**src/rtl/bcd_pkg.sv**
```systemverilog
// Shared types and constants for the sequential BCD-to-binary converter.
package bcd_pkg;

  typedef logic [3:0] bcd_digit_t;

  typedef enum logic [1:0] {
    IDLE = 2'd0,
    OP   = 2'd1,
    DONE = 2'd2
  } state_t;

  localparam bcd_digit_t BCD_MAX    = 4'd9;
  localparam bcd_digit_t ADJ_THRESH = 4'd8;
  localparam bcd_digit_t ADJ_SUB    = 4'd3;

  function automatic logic is_bad_digit(input bcd_digit_t d);
    return (d > BCD_MAX);
  endfunction

endpackage

```
**src/rtl/bcd_to_bin_fsmd_if.sv**
```systemverilog
// Request/result bundle for bcd_to_bin_fsmd: start plus digits in, handshake and result out.
interface bcd_to_bin_fsmd_if #(
  parameter int DIGITS = 4,
  parameter int BIN_W  = 14
);

  logic                 start;
  bcd_pkg::bcd_digit_t  bcd_in [DIGITS];
  logic                 ready;
  logic                 done_tick;
  logic                 bcd_err;
  logic [BIN_W-1:0]     bin_out;

  modport master (
    output start,
    output bcd_in,
    input  ready,
    input  done_tick,
    input  bcd_err,
    input  bin_out
  );

  modport slave (
    input  start,
    input  bcd_in,
    output ready,
    output done_tick,
    output bcd_err,
    output bin_out
  );

endinterface

```
**src/rtl/bcd_dec_adjust.sv**
```systemverilog
// Per-digit correction applied after each right shift: digits that reached 8 or more lose 3.
module bcd_dec_adjust
  import bcd_pkg::*;
(
  input  bcd_digit_t d_in,
  output bcd_digit_t d_out
);

  assign d_out = (d_in >= ADJ_THRESH) ? (d_in - ADJ_SUB) : d_in;

endmodule

```
**src/rtl/bcd_to_bin_fsmd.sv**
```systemverilog
// Reverse double-dabble BCD-to-binary converter: one shift/adjust step per cycle for BIN_W cycles,
// with a start/ready/done handshake and a flag for requests holding a non-decimal digit.
module bcd_to_bin_fsmd
  import bcd_pkg::*;
#(
  parameter int DIGITS = 4,
  parameter int BIN_W  = 14
) (
  input  logic clk,
  input  logic reset,
  bcd_to_bin_fsmd_if.slave bus
);

  localparam int                 CNT_W    = $clog2(BIN_W + 1);
  localparam logic [CNT_W-1:0]   CNT_LOAD = CNT_W'(BIN_W - 1);

  state_t             state_q, state_d;
  bcd_digit_t         bcd_q [DIGITS];
  bcd_digit_t         bcd_d [DIGITS];
  // Bit 0 of the shift register is never read back, so only the upper bits are stored.
  logic [BIN_W-1:1]   bin_q, bin_d;
  logic [CNT_W-1:0]   count_q, count_d;
  logic [BIN_W-1:0]   bin_out_q, bin_out_d;
  logic               err_q, err_d;

  bcd_digit_t         shifted [DIGITS];
  bcd_digit_t         adjusted [DIGITS];
  logic [BIN_W-1:0]   bin_shift;
  logic               any_bad_q;

  // Each digit takes the LSB of the digit above it; the top digit is filled with zero.
  generate
    for (genvar gi = 0; gi < DIGITS; gi++) begin : g_digit
      if (gi == DIGITS - 1) begin : g_top
        assign shifted[gi] = {1'b0, bcd_q[gi][3:1]};
      end else begin : g_mid
        assign shifted[gi] = {bcd_q[gi+1][0], bcd_q[gi][3:1]};
      end

      bcd_dec_adjust u_adj (
        .d_in  (shifted[gi]),
        .d_out (adjusted[gi])
      );
    end
  endgenerate

  assign bin_shift = {bcd_q[0][0], bin_q};

  always_comb begin
    any_bad_q = 1'b0;
    for (int i = 0; i < DIGITS; i++) begin
      if (is_bad_digit(bcd_q[i])) begin
        any_bad_q = 1'b1;
      end
    end
  end

  always_comb begin
    state_d   = state_q;
    bcd_d     = bcd_q;
    bin_d     = bin_q;
    count_d   = count_q;
    bin_out_d = bin_out_q;
    err_d     = err_q;

    case (state_q)
      IDLE: begin
        if (bus.start) begin
          bcd_d   = bus.bcd_in;
          bin_d   = '0;
          count_d = CNT_LOAD;
          state_d = OP;
        end
      end

      OP: begin
        // Digits are validated from the registers on the first OP cycle, so a bad request
        // reports one cycle after acceptance without performing any shifts.
        if ((count_q == CNT_LOAD) && any_bad_q) begin
          err_d     = 1'b1;
          bin_out_d = '0;
          state_d   = DONE;
        end else begin
          bcd_d   = adjusted;
          bin_d   = bin_shift[BIN_W-1:1];
          count_d = count_q - 1'b1;
          if (count_q == '0) begin
            err_d     = 1'b0;
            bin_out_d = bin_shift;
            state_d   = DONE;
          end
        end
      end

      DONE: begin
        state_d = IDLE;
      end

      default: begin
        state_d = IDLE;
      end
    endcase
  end

  always_ff @(posedge clk or posedge reset) begin
    if (reset) begin
      state_q   <= IDLE;
      bin_q     <= '0;
      count_q   <= '0;
      bin_out_q <= '0;
      err_q     <= 1'b0;
      for (int i = 0; i < DIGITS; i++) begin
        bcd_q[i] <= '0;
      end
    end else begin
      state_q   <= state_d;
      bin_q     <= bin_d;
      count_q   <= count_d;
      bin_out_q <= bin_out_d;
      err_q     <= err_d;
      for (int i = 0; i < DIGITS; i++) begin
        bcd_q[i] <= bcd_d[i];
      end
    end
  end

  assign bus.ready     = (state_q == IDLE);
  assign bus.done_tick = (state_q == DONE);
  assign bus.bcd_err   = err_q;
  assign bus.bin_out   = bin_out_q;

endmodule
```
**src/flat_wrapper.sv**
```systemverilog
// flat-port wrapper written by rule: the top's interface ports become plain ports
module bcd_to_bin_fsmd_flat import bcd_pkg::*;
#(
  parameter int DIGITS = 4,
  parameter int BIN_W  = 14
)
  (clk, reset, bus_start, bus_bcd_in, bus_ready, bus_done_tick, bus_bcd_err, bus_bin_out);
  bcd_to_bin_fsmd_if #(.DIGITS(DIGITS), .BIN_W(BIN_W)) bus_i ();
  input  logic clk;
  input  logic reset;
  input wire logic [$bits(bus_i.start)-1:0] bus_start;
  input wire logic [$bits(bus_i.bcd_in)-1:0] bus_bcd_in;
  output wire logic [$bits(bus_i.ready)-1:0] bus_ready;
  output wire logic [$bits(bus_i.done_tick)-1:0] bus_done_tick;
  output wire logic [$bits(bus_i.bcd_err)-1:0] bus_bcd_err;
  output wire logic [$bits(bus_i.bin_out)-1:0] bus_bin_out;
  assign bus_i.start = bus_start;
  assign bus_i.bcd_in = {>>{bus_bcd_in}};
  assign bus_ready = bus_i.ready;
  assign bus_done_tick = bus_i.done_tick;
  assign bus_bcd_err = bus_i.bcd_err;
  assign bus_bin_out = bus_i.bin_out;
  bcd_to_bin_fsmd #(.DIGITS(DIGITS), .BIN_W(BIN_W)) u_core (.clk(clk), .reset(reset), .bus(bus_i));
endmodule
```
**config.mk**
```make
export PLATFORM = sky130hd
export DESIGN_NAME = bcd_to_bin_fsmd_flat
export DESIGN_NICKNAME = d
export VERILOG_FILES = /design/src/rtl/bcd_pkg.sv /design/src/rtl/bcd_to_bin_fsmd_if.sv /design/src/rtl/bcd_dec_adjust.sv /design/src/rtl/bcd_to_bin_fsmd.sv /design/src/flat_wrapper.sv
export SDC_FILE = /design/constraint.sdc
export NUM_CORES = 1
export LEC_CHECK = 0
export BUFFER_PORTS_ARGS = -buffer_cell sky130_fd_sc_hd__buf_4
export CAP_MARGIN = 10
export CORE_UTILIZATION = 57
export DETAILED_ROUTE_END_ITERATION = 10
export GPL_TIMING_DRIVEN = 0
export PLACE_DENSITY = 0.79
export RECOVER_POWER = 25
export SLEW_MARGIN = 10
export SYNTH_ARGS = -nofsm -noshare
export SYNTH_HDL_FRONTEND = slang
export SYNTH_SLANG_ARGS = --single-unit
```
**constraint.sdc**
```tcl
create_clock -name clk -period 2.1 [get_ports clk]
set_input_delay 0.315 -clock clk [delete_from_list [all_inputs] [get_ports clk]]
set_output_delay 0.315 -clock clk [all_outputs]
set_load 0.01 [all_outputs]
```
==> results by group, run 1 <==
Setup path
  • Worst r2r dst: u_core.bus.bin_out[12]$_DFFE_PP0P_
  • Crit-path max FO: 10
  • Worst path bufs/invs: 2
  • FF-to-FF path depth: 7
  • CP cell instances: inv_1 -> ha_1 -> nand3_2 -> a41oi_4 -> a21oi_4 -> buf_4 -> a22o_1
  • Crit-path max cell delay: ~0.43 ns
  • CP Launch Type: flop
  • Worst Setup Path Type: reg -> reg
  • CP max stage cell: dfrtp_1
  • Arr. time, crit path: 2.12 ns
  • Worst r2r src: u_core.count_q[1]$_DFFE_PP0P_
  • R2r setup slk: 0.18 ns
  • CP top delay family: compound AO/OA/AOI/OAI gates
  • Worst setup EP type: flop
  • Critical Path RT: 2.30 ns

GRT
  • Initial antenna violation count: 0
  • Global route total overflow: 0
  • GR Util All Layers: 0.283
  • Grt met2 use: 0.425
  • Vias in the first global route: 2232
  • GR Util met3: 0.0476
  • GRT Max-Usage Layer: met2
  • Met1 usage: 0.416
  • First-pass GRT wire length: 10.8 mm
  • Largest net degree at the start of global routing: 38

STA
  • Final hold slack: 0.207 ns
  • Hold Vio Cnt, Final: 0
  • Clock skew: 0.00955 ns
  • Setup TNS: 0 ns
  • Post-route worst setup slack: roughly 0.18 ns
  • Rel. slew slack: 0.455
  • Slew of the pin with the lowest slew margin: 0.818 ns
  • Period utilisation layout: 0.914
  • Unrepaired setup endpoints after global routing: no
  • Min Clock Period, post-route: 1.92 ns
  • Max Clk Rate: 521 MHz
  • Fin. max-slew vios: 0
  • Final setup violation count: 0

Clock tree
  • CTS H-Tree Depth: 2
  • Post_cts resized: 0
  • Root buf cell: clkbuf_8
  • Clock tree sinks: 50
  • Number of buffers created by CTS: 5
  • CTS tree: done
  • Worst skew pair latency: 0.31 ns
  • Longest Clk Path Bufs: 2
  • Worst-path clk slew: 0.10 ns

Logic synthesis
  • Synth top cells by count: dfrtp_1, nand3_1, nand2_1
  • Synth warn: 0
  • Synth Instances: 259
  • Area contributors post-synth: dfrtp_1, nand3_1, a22o_1
  • Syn Std Cell Area: 0.00263 mm^2
  • Net Count, Synth: between 200 and 300
  • Post-synth top area share: 0.476
  • Syn avg cell area: 10.1 um^2
  • Seq/Total Area, Yosys: 0.476
  • Top_reg_cell synth: dfrtp_1
  • EDFF count, synth: 0
  • Netlist cell types: 46
  • Register bit total from synthesis: 50
  • Leading area contributor after synthesis: dfrtp_1
  • Most common cell in the synthesized netlist: dfrtp_1
  • Post-synthesis async set-or-reset flop share: 1.00

Placed design
  • Post-placement setup slack: 0.186 ns
  • Dpl hpwl: 4.26 mm
  • Placed inst area: 0.00297 mm^2
  • Port buffer count: 35
  • GPL Wtd Cong: approximately 0.85

Job
  • Max cap viols: 0

Min path
  • Hold Crit Endpoint: u_core.bcd_q[3]$_DFFE_PP0P_
  • Cells on Worst Hold Path: 3
  • Critical hold path startpoint: bus_bcd_in[3]
  • Min-Delay Path Class: in -> reg

Power and ir drop
  • Max VDD drop: roughly 940 uV
  • Pwr/cell area: 1650 mW/mm^2
  • Static Leak: approximately 0.0015 uW

Routing
  • DRC violations left: 0
  • Vias per cell: 6.24
  • Starting DRT DRC Count: 245
  • Wirelength per Cell: approximately 18 um
  • Drt first pass iters: 4
  • Vias: 2222
  • DRT Wirelength: 6.26 mm
  • Post-route ant nets: 0

Status
  • Status: completed

Floorplan
  • # rows: 24
  • Chip height: 69.9 um
  • Core ar.: 0.00438 mm^2
  • Initial Util: 0.599
  • Die X: 69.9 um
  • DIE AREA: 0.00488 mm^2
  • IO Pins: 36

Final layout
  • Multi-input gate area: 0.00123 mm^2
  • Antenna Cells: 0
  • Sequential Area: 0.00125 mm^2
  • Post-layout util: 0.698
  • Filler cell count: 339
  • Nets@finish: 330
  • Post-layout instance area: 0.00306 mm^2
  • Share of layout cells above drive strength 1: 0.224
  • Area growth, synth to finish: 16.5%
[cell type report]
cell class	instances	area share
Inverter	14	0.0172
Clock inverter	3	0.00695
Tap cell	52	0.0213
Clock buffer	5	0.0225
Multi-Input combinational cell	177	0.404
Buffer	18	0.0286
Sequential cell	50	0.409
Timing Repair Buffer	37	0.0908
[registers in the layout (all words and copies together), names as in the netlist]
name	cells
u_core.state_q	2
u_core.bcd_q	16
u_core.bus.bin_out	14
u_core.bin_q	13
u_core.count_q	4
u_core.bus.bcd_err	1
[cell families after synthesis]
family	count (synthesis)	share of synthesized area
AND/OR/NAND/NOR	96	0.196
AO/OA/AOI/OAI	66	0.211
flip-flops	50	0.476
buffers and inverters	32	0.0534
adder cells (fa/ha/maj)	8	0.0381
XOR/XNOR	4	0.0133
multiplexers	3	0.0114
[worst max path at each step]
stage | slack, ns | cells past startpoint | endpoint | startpoint
floorplan | 0.45 | 8 | u_core.bus.bin_out[0]$_DFFE_PP0P_ | u_core.count_q[0]$_DFFE_PP0P_
global placement | -0.07 | 2 | u_core.bcd_q[4]$_DFFE_PP0P_ | reset
detailed placement | 0.19 | 7 | u_core.bus.bin_out[5]$_DFFE_PP0P_ | u_core.count_q[1]$_DFFE_PP0P_
CTS | 0.19 | 7 | u_core.bus.bin_out[12]$_DFFE_PP0P_ | u_core.count_q[1]$_DFFE_PP0P_
global route | 0.04 | 8 | u_core.bus.bin_out[12]$_DFFE_PP0P_ | u_core.count_q[0]$_DFFE_PP0P_
finish | 0.18 | 7 | u_core.bus.bin_out[12]$_DFFE_PP0P_ | u_core.count_q[1]$_DFFE_PP0P_
[layer usage]
metal  wire (um)  vias up
li1            -     1044
met1        2980     1082
met2        2820       85
met5           0        -
met3         337       11
met4         121        0
[per-stage QoR]
| step | instances | total power [uW] |
|---|---|---|
| finish | 356 | 5060 |
| detailed placement | 347 | 4460 |
| floorplan | 259 | 3650 |
| global route | 356 | 5460 |
| global placement | 346 | 4360 |
| CTS | 356 | 5040 |
[placed cells by master, fill, tap and decap left out, types with 4 or more instances in the layout]
cell type / synthesis / routed
dfrtp_1: 50 / 50
nor2_1: 8 / 8
nand4b_1: 7 / 7
ha_1: 8 / 8
clkbuf_1: 6 / 6
a21oi_1: 8 / 8
buf_4: 2 / 36
o21ai_2: 5 / 5
nor2b_1: 4 / 4
nand2_1: 21 / 21
clkbuf_8: 0 / 5
a22o_1: 14 / 14
nand3_1: 39 / 39
a221oi_1: 6 / 6
o21ai_0: 5 / 5
xnor2_1: 4 / 4
buf_2: 10 / 11
inv_1: 14 / 14
[tightest hold or removal path, cell delays in order]
cell     delay (ns)
buf_4          0.07
nand2_1        0.03
o21ai_1        0.06
[what timing repair did]
item	CTS	global route
endpoints found under the setup margin	0	0
hold buffers	1	0
hold endpoints to repair	13	0
buffers inserted	0	0
[where the power goes]
group	leakage (uW)	switching (uW)	internal (uW)	total [uW]
Clock	0.0000441	341	235	576
Combinational	0.000778	1600	1110	2710
Sequential	0.000638	430	1350	1780
Total	0.00146	2370	2690	5060
Power figures use the tool's default switching activity.
==> inputs of run 2 (changes only) <==
==> constraint.sdc (replaced) <==
create_clock -name clk -period 2.1 [get_ports clk]
set_input_delay 0.315 -clock clk [delete_from_list [all_inputs] [get_ports clk]]
set_output_delay 0.315 -clock clk [all_outputs]
set_load 0.1 [all_outputs]
==> results by group, run 2 (synthesis results as in run 1) <==
Final layout
  • Most common cell after layout, fill and taps aside: dfrtp_1
  • Post-layout util: 0.705 (+0.00685)
  • Post-layout instance area: 0.00309 mm^2 (+0.98%)
  • Commonest non-fill, non-tap cells in the layout: dfrtp_1, nand3_1, buf_4, nand2_1
  • Max FFs per register: 16 (unchanged)
  • Nets@finish: 330 (unchanged)
  • Antenna Cells: 0 (unchanged)
  • Largest register by flop count: u_core.bcd_q
  • Area growth, synth to finish: 17.6%
  • Filler cell count: 350 (+3.2%)
  • Share of layout cells above drive strength 1: 0.230 (+0.00658)
  • Sequential Area: 0.00125 mm^2 (unchanged)
  • Multi-input gate area: 0.00124 mm^2 (+0.41%)

Status
  • Status: completed

STA
  • Hold Vio Cnt, Final: 0 (unchanged)
  • Final setup violation count: 0 (unchanged)
  • Fin. max-slew vios: 0 (unchanged)
  • Rel. slew slack: 0.576 (+0.122)
  • Unrepaired setup endpoints after global routing: no
  • Post-route worst setup slack: 0.171 ns (-0.00864 ns)
  • Slew of the pin with the lowest slew margin: 0.635 ns (-0.183 ns)
  • Clock skew: 0.00847 ns (-0.00108 ns)
  • Setup TNS: 0 ns (unchanged)
  • Max Clk Rate: 518 MHz (-0.45%)
  • Period utilisation layout: 0.919 (+0.00411)
  • Min Clock Period, post-route: 1.93 ns (+0.00863 ns)

GRT
  • Global route total overflow: 0 (unchanged)
  • Vias in the first global route: 2138 (-4.2%)
  • First-pass GRT wire length: 10.6 mm (-2.4%)
  • Largest net degree at the start of global routing: 38 (unchanged)
  • Initial antenna violation count: 0 (unchanged)
  • GR Util All Layers: 0.276 (-0.00691)

Clock tree
  • Worst skew pair latency: 0.31 ns (about the same)
  • CTS tree: done
  • Post_cts resized: 0 (unchanged)
  • Root buf cell: clkbuf_8
  • Worst-path clk slew: 0.10 ns (about the same)
  • Number of buffers created by CTS: 5 (unchanged)
  • Clock tree sinks: 50 (unchanged)
  • CTS H-Tree Depth: 2 (unchanged)
  • Post-CTS setup buffers: 0 (unchanged)
  • # hold bufs at CTS: 1 (unchanged)
  • Longest Clk Path Bufs: 2 (unchanged)

Min path
  • Hold Crit Endpoint: u_core.bcd_q[3]$_DFFE_PP0P_
  • Cells on Worst Hold Path: 3 (unchanged)
  • Critical hold path startpoint: bus_bcd_in[3]
  • Min-Delay Path Class: in -> reg

Setup path
  • CP cell instances: inv_1 -> ha_1 -> nor3b_1 -> and2_1 -> buf_2 -> a21oi_4 -> buf_4 -> a22o_1
  • R2r setup slk: 0.17 ns (about the same)
  • CP max stage cell: dfrtp_1
  • Worst Setup Path Type: reg -> reg
  • CP Launch Type: flop
  • Worst r2r src: u_core.count_q[0]$_DFFE_PP0P_
  • Critical Path RT: 2.30 ns (about the same)
  • Worst setup EP type: flop
  • Worst r2r dst: u_core.bus.bin_out[13]$_DFFE_PP0P_
  • Crit-path max FO: 10 (unchanged)
  • FF-to-FF path depth: 8 (+1)
  • Arr. time, crit path: 2.13 ns (about the same)
  • Crit-path max cell delay: 0.43 ns (about the same)

Routing
  • DRC violations left: 0 (unchanged)
  • Post-route ant nets: 0 (unchanged)
  • Vias per cell: 6.31 (+1.1%)
  • DRT Wirelength: 6.37 mm (+1.7%)
  • Vias: 2247 (+1.1%)
  • Starting DRT DRC Count: 211 (-14%)
  • Drt first pass iters: 5 (+1)
  • Wirelength per Cell: 17.9 um (+1.7%)

Placed design
  • GPL Wtd Cong: 0.794 (-6.2%)
  • Dpl hpwl: 4.20 mm (-1.6%)
  • Port buffer count: 35 (unchanged)
  • Post-placement setup slack: 0.209 ns (+0.0224 ns)
  • Placed inst area: 0.00298 mm^2 (+0.17%)

Job
  • Max cap viols: 0 (unchanged)

Floorplan
  • Die X: 69.9 um (unchanged)
  • DIE AREA: 0.00488 mm^2 (unchanged)
  • Initial Util: 0.599 (unchanged)
  • # rows: 24 (unchanged)
  • Chip height: 69.9 um (unchanged)
  • Core ar.: 0.00438 mm^2 (unchanged)
  • IO Pins: 36 (unchanged)
## run 2: cell types whose count changed in the layout (fill, tap and decap cells not counted), sizes merged
cell and delta:
clkinvlp -1, clkbuf +1
## run 2: how the worst max path moves through the flow
| stage | start | cells after the start | end |
|---|---|---|---|
| floorplan | u_core.state_q[0]$_DFFE_PP0P_ | 4 | u_core.bcd_q[12]$_DFFE_PP0P_ |
| global placement | reset | 2 | u_core.bcd_q[4]$_DFFE_PP0P_ |
| detailed placement | u_core.count_q[0]$_DFFE_PP0P_ | 8 | u_core.bus.bin_out[13]$_DFFE_PP0P_ |
| CTS | u_core.count_q[0]$_DFFE_PP0P_ | 8 | u_core.bus.bin_out[13]$_DFFE_PP0P_ |
| global route | u_core.count_q[1]$_DFFE_PP0P_ | 7 | u_core.bcd_q[4]$_DFFE_PP0P_ |
| finish | u_core.count_q[0]$_DFFE_PP0P_ | 8 | u_core.bus.bin_out[13]$_DFFE_PP0P_ |
## run 2: worst max-delay path: cells and delay by family, from the launching register on
family	cells	cell delay [ns]
fa+ha+maj	1	0.19
compound gates	2	0.26
buf+inv	3	0.53
simple gates	2	0.39
flops	1	0.43
## run 2: routing by layer
| layer | track usage | vias to the layer above | share of wire |
|---|---|---|---|
| met5 | 0 | - | 0 |
| met4 | 0.0956 | 0 | 0.018 |
| met3 | 0.0519 | 15 | 0.059 |
| met2 | 0.426 | 79 | 0.46 |
| met1 | 0.391 | 1110 | 0.46 |
| li1 | - | 1043 | - |
## run 2: area by class of cell
type	count	area share
sequential	50	0.405
inverter	14	0.0170
buffer	18	0.0284
clock buffer	6	0.0267
multi-input combinational	177	0.401
timing repair buffer	37	0.0948
clock inverter	2	0.00567
tap	52	0.0211
## run 2: per-stage QoR
stage	std cells	hold slack, ns
final	356	0.201
after global routing	356	0.211
after CTS	356	0.205
after detailed placement	347	0.300
after global placement	346	0.484
after floorplan	259	0.437
Power of run 2 is left out: the tool's default activity adds up to more than one toggle a clock period on the data nets, which glitch-free logic cannot reach.
